==> src/rtl/sa_host_seq.sv <==
// Host-side job sequencer for the systolic-array top: streams 64 weight and 64 data bytes into the
// array, strobes start, waits a fixed time, then sweeps 64 output words out as a valid/ready stream.
module sa_host_seq #(
    parameter int X_W       = 8,
    parameter int MAC_W     = 19,
    parameter int N_LOAD    = 64,
    parameter int N_OUT     = 64,
    parameter int DONE_WAIT = 32
) (
    input  logic             clk_i,
    input  logic             rst_ni,
    input  logic             go_i,
    input  logic [X_W-1:0]   in_data_i,
    input  logic             in_v_i,
    output logic             in_ready_o,
    output logic [7:0]       addr_o,
    output logic [X_W-1:0]   data_o,
    output logic             wr_vo,
    input  logic [MAC_W-1:0] rdata_i,
    output logic [MAC_W-1:0] out_data_o,
    output logic             out_v_o,
    input  logic             out_ready_i,
    output logic             busy_o,
    output logic             done_o
);

    localparam int CNT_W = (DONE_WAIT > 1) ? $clog2(DONE_WAIT) : 1;

    localparam logic [2:0] S_IDLE   = 3'd0;
    localparam logic [2:0] S_LOAD_W = 3'd1;
    localparam logic [2:0] S_LOAD_D = 3'd2;
    localparam logic [2:0] S_START  = 3'd3;
    localparam logic [2:0] S_WAIT   = 3'd4;
    localparam logic [2:0] S_READ   = 3'd5;

    logic [2:0]       state_q, state_d;
    logic [5:0]       idx_q, idx_d;
    logic [CNT_W-1:0] cnt_q, cnt_d;
    logic [7:0]       addr_q, addr_d;
    logic [X_W-1:0]   data_q, data_d;
    logic             wr_q, wr_d;
    logic [MAC_W-1:0] odata_q, odata_d;
    logic             ov_q, ov_d;
    logic             rd_last_q, rd_last_d;
    logic             rdy_q, rdy_d;
    logic             busy_q, busy_d;
    logic             done_q, done_d;

    logic beat_s;
    logic last_load_s;
    logic wait_end_s;
    logic cap_s;
    logic fin_s;

    // rdy_q tracks the LOAD states exactly, so it doubles as the beat qualifier
    assign beat_s      = in_v_i & rdy_q;
    assign last_load_s = (idx_q == 6'(N_LOAD - 1));
    assign wait_end_s  = (cnt_q == CNT_W'(DONE_WAIT - 1));
    assign cap_s       = (state_q == S_READ) & ~rd_last_q & (~ov_q | out_ready_i);
    assign fin_s       = (state_q == S_READ) & rd_last_q & ov_q & out_ready_i;

    // Next-state and next-output computation for the job sequence
    always_comb begin
        state_d   = state_q;
        idx_d     = idx_q;
        cnt_d     = cnt_q;
        addr_d    = addr_q;
        data_d    = data_q;
        wr_d      = 1'b0;
        odata_d   = odata_q;
        ov_d      = ov_q;
        rd_last_d = rd_last_q;
        done_d    = 1'b0;
        case (state_q)
            S_IDLE: begin
                if (go_i) begin
                    state_d = S_LOAD_W;
                    idx_d   = 6'd0;
                end else begin
                    state_d = S_IDLE;
                end
            end
            S_LOAD_W: begin
                if (beat_s) begin
                    addr_d = {2'b00, idx_q};
                    data_d = in_data_i;
                    wr_d   = 1'b1;
                    if (last_load_s) begin
                        state_d = S_LOAD_D;
                        idx_d   = 6'd0;
                    end else begin
                        idx_d = idx_q + 6'd1;
                    end
                end else begin
                    wr_d = 1'b0;
                end
            end
            S_LOAD_D: begin
                if (beat_s) begin
                    addr_d = {2'b01, idx_q};
                    data_d = in_data_i;
                    wr_d   = 1'b1;
                    if (last_load_s) begin
                        state_d = S_START;
                        idx_d   = 6'd0;
                    end else begin
                        idx_d = idx_q + 6'd1;
                    end
                end else begin
                    wr_d = 1'b0;
                end
            end
            S_START: begin
                addr_d  = 8'hC0;
                data_d  = {X_W{1'b0}};
                wr_d    = 1'b1;
                cnt_d   = {CNT_W{1'b0}};
                state_d = S_WAIT;
            end
            S_WAIT: begin
                cnt_d = cnt_q + CNT_W'(1);
                if (wait_end_s) begin
                    addr_d    = 8'h80;
                    idx_d     = 6'd0;
                    rd_last_d = 1'b0;
                    state_d   = S_READ;
                end else begin
                    state_d = S_WAIT;
                end
            end
            S_READ: begin
                if (cap_s) begin
                    odata_d = rdata_i;
                    ov_d    = 1'b1;
                    // the final word parks the address instead of wrapping mid-phase
                    if (idx_q == 6'(N_OUT - 1)) begin
                        rd_last_d = 1'b1;
                    end else begin
                        idx_d  = idx_q + 6'd1;
                        addr_d = {2'b10, idx_q + 6'd1};
                    end
                end else if (fin_s) begin
                    ov_d      = 1'b0;
                    done_d    = 1'b1;
                    idx_d     = 6'd0;
                    rd_last_d = 1'b0;
                    state_d   = S_IDLE;
                end else begin
                    state_d = S_READ;
                end
            end
            default: begin
                state_d = S_IDLE;
                idx_d   = 6'd0;
            end
        endcase
    end

    assign rdy_d  = (state_d == S_LOAD_W) | (state_d == S_LOAD_D);
    assign busy_d = (state_d != S_IDLE);

    // State and registered-output update with asynchronous clear
    always_ff @(posedge clk_i or negedge rst_ni) begin
        if (!rst_ni) begin
            state_q   <= S_IDLE;
            idx_q     <= 6'd0;
            cnt_q     <= {CNT_W{1'b0}};
            addr_q    <= 8'd0;
            data_q    <= {X_W{1'b0}};
            wr_q      <= 1'b0;
            odata_q   <= {MAC_W{1'b0}};
            ov_q      <= 1'b0;
            rd_last_q <= 1'b0;
            rdy_q     <= 1'b0;
            busy_q    <= 1'b0;
            done_q    <= 1'b0;
        end else begin
            state_q   <= state_d;
            idx_q     <= idx_d;
            cnt_q     <= cnt_d;
            addr_q    <= addr_d;
            data_q    <= data_d;
            wr_q      <= wr_d;
            odata_q   <= odata_d;
            ov_q      <= ov_d;
            rd_last_q <= rd_last_d;
            rdy_q     <= rdy_d;
            busy_q    <= busy_d;
            done_q    <= done_d;
        end
    end

    assign in_ready_o = rdy_q;
    assign addr_o     = addr_q;
    assign data_o     = data_q;
    assign wr_vo      = wr_q;
    assign out_data_o = odata_q;
    assign out_v_o    = ov_q;
    assign busy_o     = busy_q;
    assign done_o     = done_q;

endmodule

==> config.mk <==
export PLATFORM = sky130hd
export DESIGN_NAME = sa_host_seq
export DESIGN_NICKNAME = d
export VERILOG_FILES = /design/src/rtl/sa_host_seq.sv
export SDC_FILE = /design/constraint.sdc
export NUM_CORES = 1
export LEC_CHECK = 0
export ABC_AREA = 1
export CAP_MARGIN = 15
export CORE_ASPECT_RATIO = 1.1
export CORE_MARGIN = 2
export CORE_UTILIZATION = 48
export CTS_CLUSTER_DIAMETER = 40
export DETAILED_ROUTE_END_ITERATION = 16
export GPL_TIMING_DRIVEN = 0
export HOLD_SLACK_MARGIN = 0.03
export PLACE_DENSITY = 0.83
export SETUP_SLACK_MARGIN = 0.2
export SYNTH_ARGS = -nofsm -noshare
export SYNTH_HDL_FRONTEND = slang
export SYNTH_SLANG_ARGS = --single-unit
==> constraint.sdc <==
create_clock -name clk_i -period 1.9 [get_ports clk_i]
set_clock_uncertainty 0.2 [all_clocks]
set_input_delay 0.38 -clock clk_i [delete_from_list [all_inputs] [get_ports clk_i]]
set_output_delay 0.38 -clock clk_i [all_outputs]
set_load 0.01 [all_outputs]
==> results.toml, run 1 <==
[power_and_ir_drop]
cellLeakagePower_nw = 2.03
power_density_nw_per_um2 = 1340
ir_worst_vdd_uv = 746
total_power_mw = 4.97

[clocking]
cts_buffers = 5
htreeDepth = 2
insertion_delay_ns = 0.31
cts_root_buf = "clkbuf_8"
cts_buffer_depth = 2
cts_tree = "built"
path_clk_slew_ns = 0.10
clock_sinks = 55

[critical_path]
slowest_stage = "dfrtp_1"
cp-start-kind = "register"
cp_cell_sequence = "ha_2 -> nand2_2 -> nor2_2 -> ha_2 -> inv_2 -> nand2_4 -> buf_6 -> and2_4 -> nand3_4 -> nand2_2 -> nand2_1"
end_kind = "register"
cp.arrival_ns = 1.83
path_class = "reg -> reg"
crit_fanout = 8
cpLargestDelayFamily = "simple AND/OR/NAND/NOR gates"
cp.buffers_inverters = 2
slowest_delay_ns = 0.36
cp_data_required_time_ns = 1.91

[global_route]
grt_pass1_vias = 2171
overflow = 0
use_met2_pct = 33.2
grtUsageTotal_pct = 19.8
grt_max_degree = 34
grtUsageMet1_pct = 25.0
top_usage_layer = "met2"
antenna_found_initial = 0
grt_pass1_wl_um = 9380
grt_use_met3_pct = 4.13

[logic_synthesis]
synth.distinct_cells = 25
netlist_area_um2 = 2660
yosys_register_bits = 55
yosysSeqAreaShare_pct = 51.7
yosysWarnings = 0
synth_cells = 340
synth_nets = 375
synth_area_per_cell_um2 = 7.83

[placement]
dpl-instance-area_um2 = 3480
port_buffers = 71
place_congestion = 0.860
hpwl_um = 4320
dp_slack_ns = -0.246

[route]
routed_wl_um = 5860
vias = 2426
drc_errors = 0
drtIter0Drc = 150
via_per_inst = 4.79
dr.pass1.iters = 4
wl_per_cell_um = 11.6
ant_nets = 0

[sta]
grt_setup_unrepaired = "true"
tightest_slew_ns = 0.509
max_freq_mhz = 550
final-max-slew-violation-count = 0
finalHoldViolations = 0
fin_setup_tns_ns = 0
finalSetupViolations = 0
post-route-period-util_pct = 95.6
min_period_ns = 1.82
setup_ws_ns = 0.0832
relSlewSlack_pct = 66.0

[floorplanning]
rows = 28
dieArea_um2 = 6160
start_util_pct = 49.7
die_h_um = 82.1
core_area_um2 = 5360
die_x_um = 75.0
io-pin-count = 72

[finish]
area.growth.synth_to_final_pct = 39.4
fin_nets = 465
final_area_um2 = 3710
drive_above_1_share_pct = 15.3
insertedDiodeCount = 0

[min_path]
hold_class = "reg -> reg"

[run]
maxCapViolations = 0

[status]
outcome = "finished, final reports clean"
## per-layer routing
layer | wire, um | vias up | share of wire (%)
li1 | - | 1246 | -
met1 | 2520 | 1095 | 43
met2 | 2910 | 77 | 50
met3 | 304 | 8 | 5.2
met4 | 115 | 0 | 2.0
met5 | 0 | - | 0
## cells in the final DEF, fill, tap and decap left out, drive strengths merged
cell	netlist	layout
buf	7	19
dlygate4sd3	0	1
nand3	44	44
nor2	13	13
ha	3	3
clkinv	0	1
dfrtp	55	55
nand2	161	161
a22o	2	2
a21oi	4	4
nor3	1	1
clkbuf	1	6
o22ai	2	2
clkdlybuf4s50	0	30
inv	32	34
and2	1	1
nand4	3	3
xor2	2	2
o21ai	8	8
a21boi	1	1
dlygate4sd2	0	40
## kinds of logic (layout without fill, tap and decap cells)
family / after synthesis / count (layout) / synth area share, %
AO/OA/AOI/OAI: 17 / 17 / 3.67
XOR/XNOR: 2 / 2 / 0.658
adder cells (fa/ha/maj): 3 / 3 / 1.41
buffers and inverters: 40 / 131 / 6.39
flip-flops: 55 / 55 / 51.7
AND/OR/NAND/NOR: 223 / 223 / 36.2
## report_power, final
| part | internal [mW] | total, mW | switching (mW) |
|---|---|---|---|
| logic | 1.05 | 2.44 | 1.39 |
| registers | 1.61 | 1.87 | 0.257 |
| clock network | 0.272 | 0.664 | 0.392 |
## stage by stage
stage          utilization (%)  cells  hold WS (ns)
5_1_grt                   69.3    506         0.289
4_1_cts                   67.4    503         0.278
3_3_place_gp              64.7    486         0.255
2_1_floorplan                -    340        -0.116
3_5_place_dp              65.0    487         0.177
6_report                  69.3    506         0.269
## timing repair
action	CTS	global route
resized for setup	47	26
endpoints found under the setup margin	76	43
hold endpoints to repair	22	0
pin swaps	3	9
hold buffers	1	0
setup buffers	7	3
## worst reg2reg max path: stages, from the launching register on
cell     delay, ns
dfrtp_1       0.36
ha_2          0.19
nand2_2       0.07
nor2_2        0.10
ha_2          0.18
inv_2         0.04
nand2_4       0.08
buf_6         0.09
and2_4        0.14
nand3_4       0.12
nand2_2       0.10
nand2_1       0.04
## synthesized netlist by cell type
cell	count	share of area (%)
a21boi_0	1	0.28
a21oi_1	4	0.75
a22o_1	2	0.66
and2_1	1	0.24
buf_2	6	1.1
buf_6	1	0.42
clkbuf_1	1	0.14
dfrtp_1	55	52
ha_1	3	1.4
inv_1	29	4.1
inv_2	1	0.14
inv_4	2	0.47
nand2_1	152	21
nand2_2	7	1.6
nand2_4	2	0.85
nand3_1	41	7.7
nand3_2	3	1.1
nand4_1	3	0.70
nor2_1	10	1.4
nor2_2	2	0.47
nor2_4	1	0.42
nor3_1	1	0.19
o21ai_0	8	1.5
o22ai_1	2	0.47
xor2_1	2	0.66
## state kept, by name (all words and copies together) (netlist names)
signal	flops
addr_o	8
busy_o	1
cnt_q	5
data_o	8
done_o	1
idx_q	6
in_ready_o	1
out_data_o	19
out_v_o	1
rd_last_q	1
state_q	3
wr_vo	1
## cell type report
class / count / area, um^2
fillers: 436 / 1650
flip-flops and latches: 55 / 1380
well taps: 75 / 93.8
inverters: 32 / 125
repair buffers: 83 / 764
multi-input cells: 245 / 1200
clock inverters: 3 / 26.3
plain buffers: 8 / 48.8
clock buffers: 5 / 68.8
## final timing paths
path	from	endpoint	slack, ns	cells past startpoint
worst max-delay path	cnt_q[1]	addr_o[4]	0.08	11
worst min-delay path	addr_o[6]	addr_o[6]	0.27	2
worst max register to register	cnt_q[1]	addr_o[4]	0.08	11
worst min register to register	addr_o[6]	addr_o[6]	0.27	2
max in group asynchronous	rst_ni	idx_q[0]	0.60	3
min in group asynchronous	rst_ni	out_data_o[3]	0.36	2
No activity file was read; power rests on OpenSTA's default activity.
==> run 2, diff against run 1 <==
==> constraint.sdc (replaced) <==
create_clock -name clk_i -period 1.95 [get_ports clk_i]
set_clock_uncertainty 0.2 [all_clocks]
set_input_delay 0.39 -clock clk_i [delete_from_list [all_inputs] [get_ports clk_i]]
set_output_delay 0.39 -clock clk_i [all_outputs]
set_load 0.01 [all_outputs]
==> run 2 against run 1 <==
  * Hold slack about the same
  * Final cell count down 0.40%
  * Clock power fell by 3%
  * Sequential power down 3%
  * Sequential cell count did not move
  * Largest cell class unchanged
  * Highest routed layer unchanged
==> results.toml, run 2 (same netlist as run 1, synthesis figures left out) <==
[critical_path]
cp.buffers_inverters = 2
path_class = "reg -> reg"
rr_endpoint = "addr_o[2]"
cp_cell_sequence = "ha_2 -> nand2_2 -> nor2_2 -> ha_2 -> inv_2 -> nand2_2 -> buf_4 -> and2_4 -> nand3_4 -> nand2_1 -> nand2_1"
slowest_delay_ns = 0.36
regToRegStartpoint = "cnt_q[1]"
cp-start-kind = "register"
cp_data_required_time_ns = 1.96
crit_fanout = 8
cpLargestDelayFamily = "simple AND/OR/NAND/NOR gates"
slowest_stage = "dfrtp_1"
r2r_setup_slack_ns = 0.14
rr_worst_depth = 11
cp.arrival_ns = 1.82
end_kind = "register"

[sta]
relSlewSlack_pct = 66.2
post-route-period-util_pct = 92.8
grt_setup_unrepaired = "true"
max_freq_mhz = 553
finalHoldViolations = 0
min_period_ns = 1.81
tightest_slew_ns = 0.506
final-max-slew-violation-count = 0
finalSetupViolations = 0

[global_route]
grt_pass1_wl_um = 9320
grt_pass1_vias = 2146
grtUsageMet1_pct = 25.1
top_usage_layer = "met2"
grtUsageTotal_pct = 19.7
grt_max_degree = 34
grt_use_met3_pct = 3.88
antenna_found_initial = 0
overflow = 0
use_met2_pct = 33.7

[route]
drc_errors = 0
ant_nets = 0
via_per_inst = 4.77
vias = 2404
dr.pass1.iters = 4
wl_per_cell_um = 11.3
drtIter0Drc = 118
routed_wl_um = 5700

[finish]
insertedDiodeCount = 0
fin_nets = 463
final_area_um2 = 3660
fillers = 448
drive_above_1_share_pct = 14.0
largest_reg_flops = 19
final_cell_mix = "147 x nand2_1, 52 x dfrtp_1, 40 x nand3_1, 40 x dlygate4sd2_1, 30 x clkdlybuf4s50_1"
final_common_cell = "nand2_1"
area.growth.synth_to_final_pct = 37.5
seq_area_um2 = 1380
multi_input_area_um2 = 1170

[min_path]
hold-path-cell-count = 2
hold_class = "reg -> reg"
hold_end = "addr_o[6]"
worstHoldStart = "addr_o[6]"

[clocking]
insertion_delay_ns = 0.31
clock_sinks = 55
cts_tree = "built"
cts_root_buf = "clkbuf_8"
htreeDepth = 2
path_clk_slew_ns = 0.10
cts_buffer_depth = 2
cts_buffers = 5

[status]
outcome = "finished, final reports clean"

[power_and_ir_drop]
cellLeakagePower_nw = 2.01
total_power_mw = 4.75
p_sw_share_pct = 40.7
power_density_nw_per_um2 = 1300
ir_worst_vdd_uv = 722
power_frac_seq_pct = 38.0
power.internal_mw = 2.81
clkPwrFrac_pct = 13.6
switching_power_mw = 1.93
p_comb_share_pct = 48.3

[placement]
port_buffers = 71
hpwl_um = 4320
dpl-instance-area_um2 = 3480
place_congestion = 0.860

[floorplanning]
io-pin-count = 72
die_h_um = 82.1
start_util_pct = 49.7
core_area_um2 = 5360
dieArea_um2 = 6160
die_x_um = 75.0
rows = 28

[run]
maxCapViolations = 0
## run 2: changes by cell type in the layout (fill, tap and decap cells not counted), sizes merged
cell    change
clkinv      +1
clkbuf      +1
inv         -1
buf         -3
## run 2: metrics by stage
step / util, % / instances / setup TNS [ns] / setup slack (ns) / hold slack, ns
after global placement: 64.7 / 486 / -71.98 / -1.28 / 0.255
after CTS: 67.1 / 501 / 0 / 0.154 / 0.278
after detailed placement: 65.0 / 487 / -2.62 / -0.206 / 0.187
after global routing: 68.3 / 504 / 0 / 0.0399 / 0.289
after floorplan: - / 340 / 0 / 0.268 / -0.106
final: 68.3 / 504 / 0 / 0.140 / 0.269
## run 2: timing repair
action / 4_1_cts / 5_1_grt
hold buffers: 1 / 0
resized for setup: 45 / 19
pin swaps: 2 / 9
setup endpoints to repair: 66 / 36
gates cloned: 0 / 0
setup buffers: 5 / 3
endpoints found under the hold margin: 22 / 0
## run 2: cell type report
class                           count  area share [%]
Sequential cell                    55            37.7
Inverter                           32            3.48
Buffer                              8            1.33
Clock inverter                      3           0.717
Tap cell                           75            2.56
Multi-Input combinational cell    245            32.0
Timing Repair Buffer               81            20.4
Clock buffer                        5            1.88
## run 2: worst max-delay path by stage
stage	from	end	slack, ns	depth (start not counted)
after floorplan	cnt_q[0]	idx_q[0]	0.27	11
after global placement	rst_ni	wr_vo	-1.28	1
after detailed placement	in_v_i	data_o[2]	-0.21	7
after CTS	cnt_q[0]	idx_q[4]	0.15	11
after global routing	cnt_q[1]	idx_q[4]	0.04	11
final	cnt_q[1]	addr_o[2]	0.14	11
## run 2: power groups by stage
| stage | Sequential, mW | Combinational, mW | Clock, mW |
|---|---|---|---|
| after global placement | 1.86 | 2.28 | 0 |
| after global routing | 1.86 | 2.57 | 0.702 |
| final | 1.81 | 2.30 | 0.647 |
| after CTS | 1.81 | 2.24 | 0.666 |
| after detailed placement | 1.86 | 2.34 | 0 |
| after floorplan | 2.00 | 1.15 | 0 |
## run 2: tightest hold or removal path, cell delays in order (launching register included)
cell and delay, ns:
dfrtp_1 0.35, nand2_1 0.05, nand2_1 0.04
## run 2: layer usage
metal | up-vias | routed length, um
met5 | - | 0
li1 | 1244 | -
met2 | 73 | 2840
met1 | 1081 | 2480
met4 | 0 | 81
met3 | 6 | 298
